==> config.mk <==
export PLATFORM = sky130hd
export DESIGN_NAME = hazard_ctrl_flat
export DESIGN_NICKNAME = d
export VERILOG_FILES = /design/src/rtl/hazard_ctrl_if.sv /design/src/rtl/hazard_ctrl.sv /design/src/flat_wrapper.sv
export SDC_FILE = /design/constraint.sdc
export NUM_CORES = 1
export LEC_CHECK = 0
export ABC_AREA = 1
export BUFFER_PORTS_ARGS = -buffer_cell sky130_fd_sc_hd__buf_4
export CAP_MARGIN = 15
export CORE_MARGIN = 4
export CORE_UTILIZATION = 50
export CTS_CLUSTER_SIZE = 24
export DETAILED_ROUTE_END_ITERATION = 7
export GPL_ROUTABILITY_DRIVEN = 0
export PLACE_DENSITY = 0.8
export SETUP_SLACK_MARGIN = 0.15
export SLEW_MARGIN = 20
export SYNTH_ARGS = -nofsm -noshare
export SYNTH_HDL_FRONTEND = slang
export SYNTH_SLANG_ARGS = --single-unit
==> constraint.sdc <==
create_clock -name clk -period 2.65 [get_ports clk]
set_input_delay 0.6625 -clock clk [delete_from_list [all_inputs] [get_ports clk]]
set_output_delay 0.6625 -clock clk [all_outputs]
set_load 0.03 [all_outputs]
==> src/rtl/hazard_ctrl_if.sv <==
// ----------------------------------------------------------------------------
// hazard_ctrl_if
//   Bundle between the pipeline datapath and the hazard controller.
//   Pipeline status (master -> slave):
//     d_src1, d_src2 : decode-stage source register indices
//     d_jump         : decode resolves a taken branch/jump this cycle
//     e_icode        : execute-stage opcode
//     e_dst          : execute-stage destination register
//     i_busy         : instruction fetch outstanding (fetch data not valid)
//     d_busy         : data-memory access outstanding in the memory stage
//   Pipeline controls (slave -> master):
//     f_stall, d_stall, m_stall    : hold F, D, M pipeline registers
//     d_bubble, e_bubble, w_bubble : load a NOP into D, E, W
//     f_flush                      : discard the in-flight fetch result
//     hz_state                     : controller state (RUN/IWAIT/DWAIT/FLUSH)
//     stall_cnt                    : saturating count of f_stall cycles
//   The master modport is the datapath side; the slave modport is the
//   hazard controller.
// ----------------------------------------------------------------------------
interface hazard_ctrl_if;
  logic [4:0]  d_src1;
  logic [4:0]  d_src2;
  logic        d_jump;
  logic [5:0]  e_icode;
  logic [4:0]  e_dst;
  logic        i_busy;
  logic        d_busy;

  logic        f_stall;
  logic        d_stall;
  logic        m_stall;
  logic        d_bubble;
  logic        e_bubble;
  logic        w_bubble;
  logic        f_flush;
  logic [1:0]  hz_state;
  logic [15:0] stall_cnt;

  modport master (
    output d_src1, d_src2, d_jump, e_icode, e_dst, i_busy, d_busy,
    input  f_stall, d_stall, m_stall, d_bubble, e_bubble, w_bubble,
           f_flush, hz_state, stall_cnt
  );

  modport slave (
    input  d_src1, d_src2, d_jump, e_icode, e_dst, i_busy, d_busy,
    output f_stall, d_stall, m_stall, d_bubble, e_bubble, w_bubble,
           f_flush, hz_state, stall_cnt
  );
endinterface

==> src/rtl/hazard_ctrl.sv <==
// ----------------------------------------------------------------------------
// hazard_ctrl
//   Pipeline hazard controller: detects load-use hazards, waits out slow
//   instruction fetches and data-memory accesses, and flushes a stale fetch
//   when a redirect was resolved while the fetch was still outstanding.
//
//   Ports:
//     clk   : sole clock, all state updates on its rising edge
//     reset : asynchronous active-high reset
//     hz    : hazard_ctrl_if.slave (pipeline status in, stall/bubble/flush
//             controls, state and stall counter out)
//
//   Parameter:
//     LW_OP : opcode that marks a load in the execute stage
//
//   All control outputs are combinational from the current state and the
//   pipeline status; priority is d_busy > load-use > i_busy. While reset is
//   asserted every control output is forced low.
// ----------------------------------------------------------------------------
module hazard_ctrl #(
  parameter logic [5:0] LW_OP = 6'b100011
) (
  input  logic         clk,
  input  logic         reset,
  hazard_ctrl_if.slave hz
);

  typedef enum logic [1:0] {
    RUN   = 2'd0,
    IWAIT = 2'd1,
    DWAIT = 2'd2,
    FLUSH = 2'd3
  } state_t;

  state_t      state_reg, state_next;
  logic        pend_reg, pend_next;
  logic [15:0] cnt_reg;

  logic luse;
  logic f_stall_c, d_stall_c, m_stall_c;
  logic d_bubble_c, e_bubble_c, w_bubble_c, f_flush_c;

  // Load in E whose destination feeds D; r0 is never a real dependency.
  assign luse = (hz.e_icode == LW_OP) && (hz.e_dst != 5'd0) &&
                ((hz.d_src1 == hz.e_dst) || (hz.d_src2 == hz.e_dst));

  // State, pending-redirect flag and stall counter.
  always_ff @(posedge clk or posedge reset) begin
    if (reset) begin
      state_reg <= RUN;
      pend_reg  <= 1'b0;
      cnt_reg   <= 16'd0;
    end else begin
      state_reg <= state_next;
      pend_reg  <= pend_next;
      if (f_stall_c && (cnt_reg != 16'hFFFF))
        cnt_reg <= cnt_reg + 16'd1;
    end
  end

  // Next-state and raw control outputs.
  always_comb begin
    state_next = state_reg;
    pend_next  = pend_reg;
    f_stall_c  = 1'b0;
    d_stall_c  = 1'b0;
    m_stall_c  = 1'b0;
    d_bubble_c = 1'b0;
    e_bubble_c = 1'b0;
    w_bubble_c = 1'b0;
    f_flush_c  = 1'b0;

    if (hz.d_busy) begin
      // Memory stall freezes everything up to M; the pending redirect
      // survives so the wait we interrupted can be resumed afterwards.
      f_stall_c  = 1'b1;
      d_stall_c  = 1'b1;
      m_stall_c  = 1'b1;
      w_bubble_c = 1'b1;
      state_next = DWAIT;
      if ((state_reg == IWAIT) && hz.d_jump)
        pend_next = 1'b1;
    end else begin
      unique case (state_reg)
        RUN, DWAIT: begin
          if (luse) begin
            f_stall_c  = 1'b1;
            d_stall_c  = 1'b1;
            e_bubble_c = 1'b1;
          end else if (hz.i_busy) begin
            f_stall_c  = 1'b1;
            d_bubble_c = 1'b1;
          end

          if (state_reg == RUN) begin
            if (!luse && hz.i_busy) begin
              state_next = IWAIT;
              if (hz.d_jump)
                pend_next = 1'b1;
            end
          end else begin
            // Leaving a memory wait: resume the fetch wait if one was
            // interrupted (redirect pending) or the fetch is still busy.
            state_next = (pend_reg || hz.i_busy) ? IWAIT : RUN;
          end
        end

        IWAIT: begin
          // D already holds a bubble here, so load-use needs no action.
          if (hz.d_jump)
            pend_next = 1'b1;
          if (hz.i_busy) begin
            f_stall_c  = 1'b1;
            d_bubble_c = 1'b1;
          end else begin
            state_next = pend_reg ? FLUSH : RUN;
          end
        end

        FLUSH: begin
          // The fetch that just landed came from the wrong path.
          f_flush_c  = 1'b1;
          d_bubble_c = 1'b1;
          state_next = RUN;
          pend_next  = 1'b0;
        end

        default: begin
          state_next = RUN;
        end
      endcase
    end
  end

  assign hz.f_stall   = f_stall_c  & ~reset;
  assign hz.d_stall   = d_stall_c  & ~reset;
  assign hz.m_stall   = m_stall_c  & ~reset;
  assign hz.d_bubble  = d_bubble_c & ~reset;
  assign hz.e_bubble  = e_bubble_c & ~reset;
  assign hz.w_bubble  = w_bubble_c & ~reset;
  assign hz.f_flush   = f_flush_c  & ~reset;
  assign hz.hz_state  = state_reg;
  assign hz.stall_cnt = cnt_reg;

endmodule

==> src/flat_wrapper.sv <==
// flat-port wrapper written by rule: the top's interface ports become plain ports
module hazard_ctrl_flat 
#(
  parameter logic [5:0] LW_OP = 6'b100011
)
  (clk, reset, hz_d_src1, hz_d_src2, hz_d_jump, hz_e_icode, hz_e_dst, hz_i_busy, hz_d_busy, hz_f_stall, hz_d_stall, hz_m_stall, hz_d_bubble, hz_e_bubble, hz_w_bubble, hz_f_flush, hz_hz_state, hz_stall_cnt);
  hazard_ctrl_if hz_i ();
  input  logic clk;
  input  logic reset;
  input wire logic [$bits(hz_i.d_src1)-1:0] hz_d_src1;
  input wire logic [$bits(hz_i.d_src2)-1:0] hz_d_src2;
  input wire logic [$bits(hz_i.d_jump)-1:0] hz_d_jump;
  input wire logic [$bits(hz_i.e_icode)-1:0] hz_e_icode;
  input wire logic [$bits(hz_i.e_dst)-1:0] hz_e_dst;
  input wire logic [$bits(hz_i.i_busy)-1:0] hz_i_busy;
  input wire logic [$bits(hz_i.d_busy)-1:0] hz_d_busy;
  output wire logic [$bits(hz_i.f_stall)-1:0] hz_f_stall;
  output wire logic [$bits(hz_i.d_stall)-1:0] hz_d_stall;
  output wire logic [$bits(hz_i.m_stall)-1:0] hz_m_stall;
  output wire logic [$bits(hz_i.d_bubble)-1:0] hz_d_bubble;
  output wire logic [$bits(hz_i.e_bubble)-1:0] hz_e_bubble;
  output wire logic [$bits(hz_i.w_bubble)-1:0] hz_w_bubble;
  output wire logic [$bits(hz_i.f_flush)-1:0] hz_f_flush;
  output wire logic [$bits(hz_i.hz_state)-1:0] hz_hz_state;
  output wire logic [$bits(hz_i.stall_cnt)-1:0] hz_stall_cnt;
  assign hz_i.d_src1 = hz_d_src1;
  assign hz_i.d_src2 = hz_d_src2;
  assign hz_i.d_jump = hz_d_jump;
  assign hz_i.e_icode = hz_e_icode;
  assign hz_i.e_dst = hz_e_dst;
  assign hz_i.i_busy = hz_i_busy;
  assign hz_i.d_busy = hz_d_busy;
  assign hz_f_stall = hz_i.f_stall;
  assign hz_d_stall = hz_i.d_stall;
  assign hz_m_stall = hz_i.m_stall;
  assign hz_d_bubble = hz_i.d_bubble;
  assign hz_e_bubble = hz_i.e_bubble;
  assign hz_w_bubble = hz_i.w_bubble;
  assign hz_f_flush = hz_i.f_flush;
  assign hz_hz_state = hz_i.hz_state;
  assign hz_stall_cnt = hz_i.stall_cnt;
  hazard_ctrl #(.LW_OP(LW_OP)) u_core (.clk(clk), .reset(reset), .hz(hz_i));
endmodule
### After elaboration in Yosys (flattened, before gate mapping)

Index checks and enable logic that the tools add are counted.

* register bits after elaboration: 19
* bits of input ports: 26
* output and inout port bits: 25

* $add $sub $neg: 1
* eq/ne operators: 12
* multiplexer cells: 27
* bitwise operators: 7
* reductions and logical operators: 13

Operators with widths (number)
* $mux W1: 18
* $add A16 B1 Y16 const B: 1
* $ne A16 B16 Y1 const B: 1
* $eq A5 B5 Y1: 2
* $mux W2: 5
* $and A1 B1 Y1: 6
* $eq A6 B6 Y1 const B: 1
* $ne A3 B2 Y1 const B: 2
* $pmux W1 S3: 2
* $pmux W2 S3: 1
* $logic_and A1 B1 Y1: 5
* $reduce_bool A5 Y1: 1
* $eq A2 B2 Y1 const B: 2
* $ne A4 B4 Y1 const B: 1
* $ne A3 B3 Y1 const B: 1
* $reduce_and A3 Y1: 1
* $eq A2 B1 Y1 const B: 1
* $logic_not A2 Y1: 1
* $logic_or A1 B1 Y1: 2
* $ne A2 B1 Y1 const B: 1
* $pmux W1 S2: 1
* $reduce_and A2 Y1: 1
* $reduce_or A2 Y1: 1
* $logic_not A1 Y1: 1
* $not A1 Y1: 1

### Longest topological paths before layout

* word-level depth: 9
* mapped depth: 12
* mapped depth without buffers: 12

### Worst setup path after synthesis

No wires, ideal clock.

* path kind: in2out
* start point: input port hz_e_icode[3]
* end point: output port hz_f_stall
* data arrival time: 1.797 ns
* data required time: 1.987 ns
* setup slack: 0.190 ns
* cell stages on the path: 8
* buffers on the path: 1
* cell sequence: nor3_1 nand3b_1 nor2_1 nand3_2 nand3_2 buf_2 nand2_1 inv_1

* word-level cells in the longest chain between the ends: 7

Ends and longest elaborated chain
* start, declared: line flat_wrapper.sv:13 `input wire logic [$bits(hz_i.e_icode)-1:0] hz_e_icode;`
* $eq A6 B6 Y1: line hazard_ctrl.sv:44 `assign luse = (hz.e_icode == LW_OP) && (hz.e_dst != 5'd0) &&`
* $logic_and A1 B1 Y1 (2 in series): line hazard_ctrl.sv:44
* $mux W1: line hazard_ctrl.sv:86 `if (luse) begin`
* $pmux W1 S2: line hazard_ctrl.sv:84 `unique case (state_reg)`
* $mux W1: line hazard_ctrl.sv:73 `if (hz.d_busy) begin`
* $and A1 B1 Y1: line hazard_ctrl.sv:135 `assign hz.f_stall = f_stall_c & ~reset;`
* end, declared: line flat_wrapper.sv:17 `output wire logic [$bits(hz_i.f_stall)-1:0] hz_f_stall;`

Every way passes these cells.

### Worst setup path in the final report

Same ends and word-level chain as after synthesis.

==> flow_summary.json <==
{
  "postCtsResizedCells": 0,
  "grt_setup_unrepaired": "no",
  "swShare_pct": 43.7,
  "clk_pin_slew_worst_paths_ps": 130,
  "slew_at_the_pin_closest_to_its_max_slew_limit_ps": 351,
  "drtAntennaViolNets": 0,
  "grt_pass1_vias": 1392,
  "cap_violations": 0,
  "crit_arrival_ps": 1660,
  "finalCritPeriodShare_pct": 87.6,
  "grt.total_usage_pct": 19.0,
  "cts.path.max_buffers": 2,
  "drive_gt1_share_pct": 23.9,
  "ys_ff_latch": 19,
  "hold_path.class": "primary input to async pin",
  "dr_drc_count": 0,
  "cp_data_required_time_ps": 1990,
  "worst-path-max-fanout": 4,
  "slowest_delay_ps": 170,
  "synth_area_um2": 1480,
  "dr_total_vias": 1550,
  "root_buffer": "sky130_fd_sc_hd__clkbuf_4",
  "postSynthNetCount": 251,
  "core_area_um2": 2780,
  "cts-buffers-inserted": 3,
  "timing.clock.skew_ps": 19.1,
  "seq_power_share_pct": 40.7,
  "finalInstanceArea_um2": 1910,
  "antenna-diode-count": 0,
  "max-slew-margin-rel_pct": 76.4,
  "drt_iter0_markers": 83,
  "vdd_ir_drop_max_mv": 0.514,
  "max_freq_mhz": 431,
  "iteration_count_of_the_initial_detailed_routing_pass": 4,
  "timing.critical_path.cells": "buf_4 > nor3_1 > nand3b_1 > nor2_1 > nand3_2 > nand3_2 > nand2_1 > inv_1 > buf_4",
  "yosys-top-cells-area": "sky130_fd_sc_hd__dfrtp_1 (32%), sky130_fd_sc_hd__nand2_1 (21%), sky130_fd_sc_hd__nand3_1 (8.8%)",
  "detailedPlacementHpwl_mm": 2.82,
  "initial_cell_density_of_the_core_pct": 53.1,
  "die_height_um": 62.4,
  "floorplan.die.width_um": 62.4,
  "synth_area_per_cell_um2": 6.60,
  "std_cell_rows": 19,
  "finalHoldViolations": 0,
  "layout.cells.most_common_list": "sky130_fd_sc_hd__nand2_1 (81), sky130_fd_sc_hd__buf_4 (52), sky130_fd_sc_hd__inv_1 (30), sky130_fd_sc_hd__nand3_1 (26)",
  "start_kind": "primary input",
  "count_of_final_setup_violators": 0,
  "classification_of_the_worst_setup_path": "primary input to output pin",
  "power_switching_mw": 0.449,
  "setup_total_negative_slack_ps": 0,
  "cts_tree": "done",
  "synthDominantCellAreaShare_pct": 32.2,
  "cts_num_sinks": 19,
  "via_per_inst": 5.05,
  "area_grow_syn2layout_pct": 29.0,
  "synthDistinctLibCells": 28,
  "drt_wl_total_mm": 3.63,
  "postCtsHoldBufs": 0,
  "clk-insertion-delay-late_ps": 320,
  "buffer_ports.inserted": 50,
  "final_max_slew_viol_count": 0,
  "ys.warnings.count": 0,
  "endpoint_kind_of_the_worst_setup_timing_path": "output pin",
  "clock_network_fraction_of_total_power_pct": 15.3,
  "critical_path_buf_inv_count": 3,
  "power.static_leakage_nw": 1.13,
  "run_status": "finished clean",
  "seq_area_frac_synth_pct": 32.2,
  "final_net_count": 304,
  "pwr_per_cell_area_nw_per_um2": 539,
  "postCtsSetupRepairBufs": 0,
  "place_area_um2": 1880,
  "postSynthCellCount": 224,
  "ioPinCount": 51,
  "final_period_minus_worst_setup_slack_ps": 2320,
  "largest_register_ff_count": 16,
  "synth_largest_area_cell": "sky130_fd_sc_hd__dfrtp_1",
  "grt_start_max_net_pins": 20,
  "internal_power_mw": 0.578,
  "grt_overflow_total": 0,
  "global_route_wire_length_before_repair_mm": 6.20,
  "die_area_um2": 3890,
  "layout_commonest_cell": "sky130_fd_sc_hd__nand2_1",
  "critical_path.slowest_cell": "sky130_fd_sc_hd__nor3_1",
  "antenna_found_initial": 0,
  "comb_pwr_share_pct": 44.0,
  "routed_wire_length_per_instance_um": 11.8,
  "crit_family": "simple AND/OR/NAND/NOR gates",
  "htreeDepth": 1
}
## power groups by stage
stage               Clock (mW)  Sequential (mW)  Combinational, mW
global route             0.169            0.428              0.494
finish                   0.157            0.417              0.452
floorplan                    0            0.496              0.207
global placement             0            0.417              0.443
detailed placement           0            0.419              0.453
CTS                      0.157            0.415              0.458
## metal layers
metal	vias to the layer above	track usage, %	wire (um)
met3	4	3.60	250
met5	-	0	0
met4	0	4.77	33
li1	807	-	-
met2	49	31.3	1750
met1	690	25.5	1600
## worst reg2reg max path, delay by kind of cell, from the launching register on
kind	cells	cell delay [ps]
flip-flops	1	440
AND/OR/NAND/NOR	6	1030
buffers and inverters	1	110
adder cells (fa/ha/maj)	1	280
## metrics by stage
stage               power (mW)  hold WS (ps)  utilization, %  setup slack [ps]  cells
finish                    1.03           392            68.5               328    307
detailed placement       0.872           481            67.5               315    303
global route              1.09           433            68.5               194    307
CTS                       1.03           409            68.5               313    307
floorplan                0.703           457               -               190    224
global placement         0.860           486            67.5               319    303
## kinds of logic (layout without fill, tap and decap cells)
| group | Yosys count | in the layout | synth area share [%] |
|---|---|---|---|
| buffers and inverters | 37 | 89 | 10.3 |
| AO/OA/AOI/OAI | 8 | 8 | 3.47 |
| flip-flops | 19 | 19 | 32.2 |
| adder cells (fa/ha/maj) | 1 | 1 | 0.847 |
| XOR/XNOR | 16 | 16 | 9.48 |
| AND/OR/NAND/NOR | 143 | 143 | 43.7 |
## synth_stat cells
cell / number
sky130_fd_sc_hd__nand4_4: 1
sky130_fd_sc_hd__a211oi_1: 1
sky130_fd_sc_hd__nor4_1: 1
sky130_fd_sc_hd__nand2_1: 81
sky130_fd_sc_hd__nor3_1: 3
sky130_fd_sc_hd__inv_2: 3
sky130_fd_sc_hd__buf_6: 1
sky130_fd_sc_hd__and3_1: 1
sky130_fd_sc_hd__nor3_2: 2
sky130_fd_sc_hd__a21oi_1: 1
sky130_fd_sc_hd__o21ai_0: 3
sky130_fd_sc_hd__nand3b_1: 2
sky130_fd_sc_hd__nand3_1: 26
sky130_fd_sc_hd__xor2_1: 8
sky130_fd_sc_hd__a22o_1: 1
sky130_fd_sc_hd__buf_2: 2
sky130_fd_sc_hd__nor2_2: 1
sky130_fd_sc_hd__ha_1: 1
sky130_fd_sc_hd__o211ai_1: 1
sky130_fd_sc_hd__buf_4: 1
sky130_fd_sc_hd__inv_1: 30
sky130_fd_sc_hd__nand2_4: 1
sky130_fd_sc_hd__xnor2_1: 8
sky130_fd_sc_hd__nand4_1: 3
sky130_fd_sc_hd__o21a_1: 1
sky130_fd_sc_hd__dfrtp_1: 19
sky130_fd_sc_hd__nand3_2: 2
sky130_fd_sc_hd__nor2_1: 19
## layout make-up
type	instances	area, um2
inverters	33	124
clock buffers	3	22.5
flip-flops and latches	19	475
repair buffers	52	390
multi-input cells	168	850
clock inverters	1	5.00
fillers	260	876
well taps	31	38.8
## final timing paths
kind	from	endpoint	slack [ps]	depth (start not counted)
max	hz_e_icode[3]	hz_f_stall	330	9
min	reset	u_core.hz.stall_cnt[4]	390	3
max reg2reg	u_core.hz.stall_cnt[0]	u_core.hz.stall_cnt[1]	740	8
min reg2reg	u_core.pend_reg	u_core.pend_reg	500	2
max in group asynchronous	reset	u_core.hz.stall_cnt[1]	2040	3
min in group clk	u_core.pend_reg	u_core.pend_reg	500	2
Power figures use the tool's default switching activity.
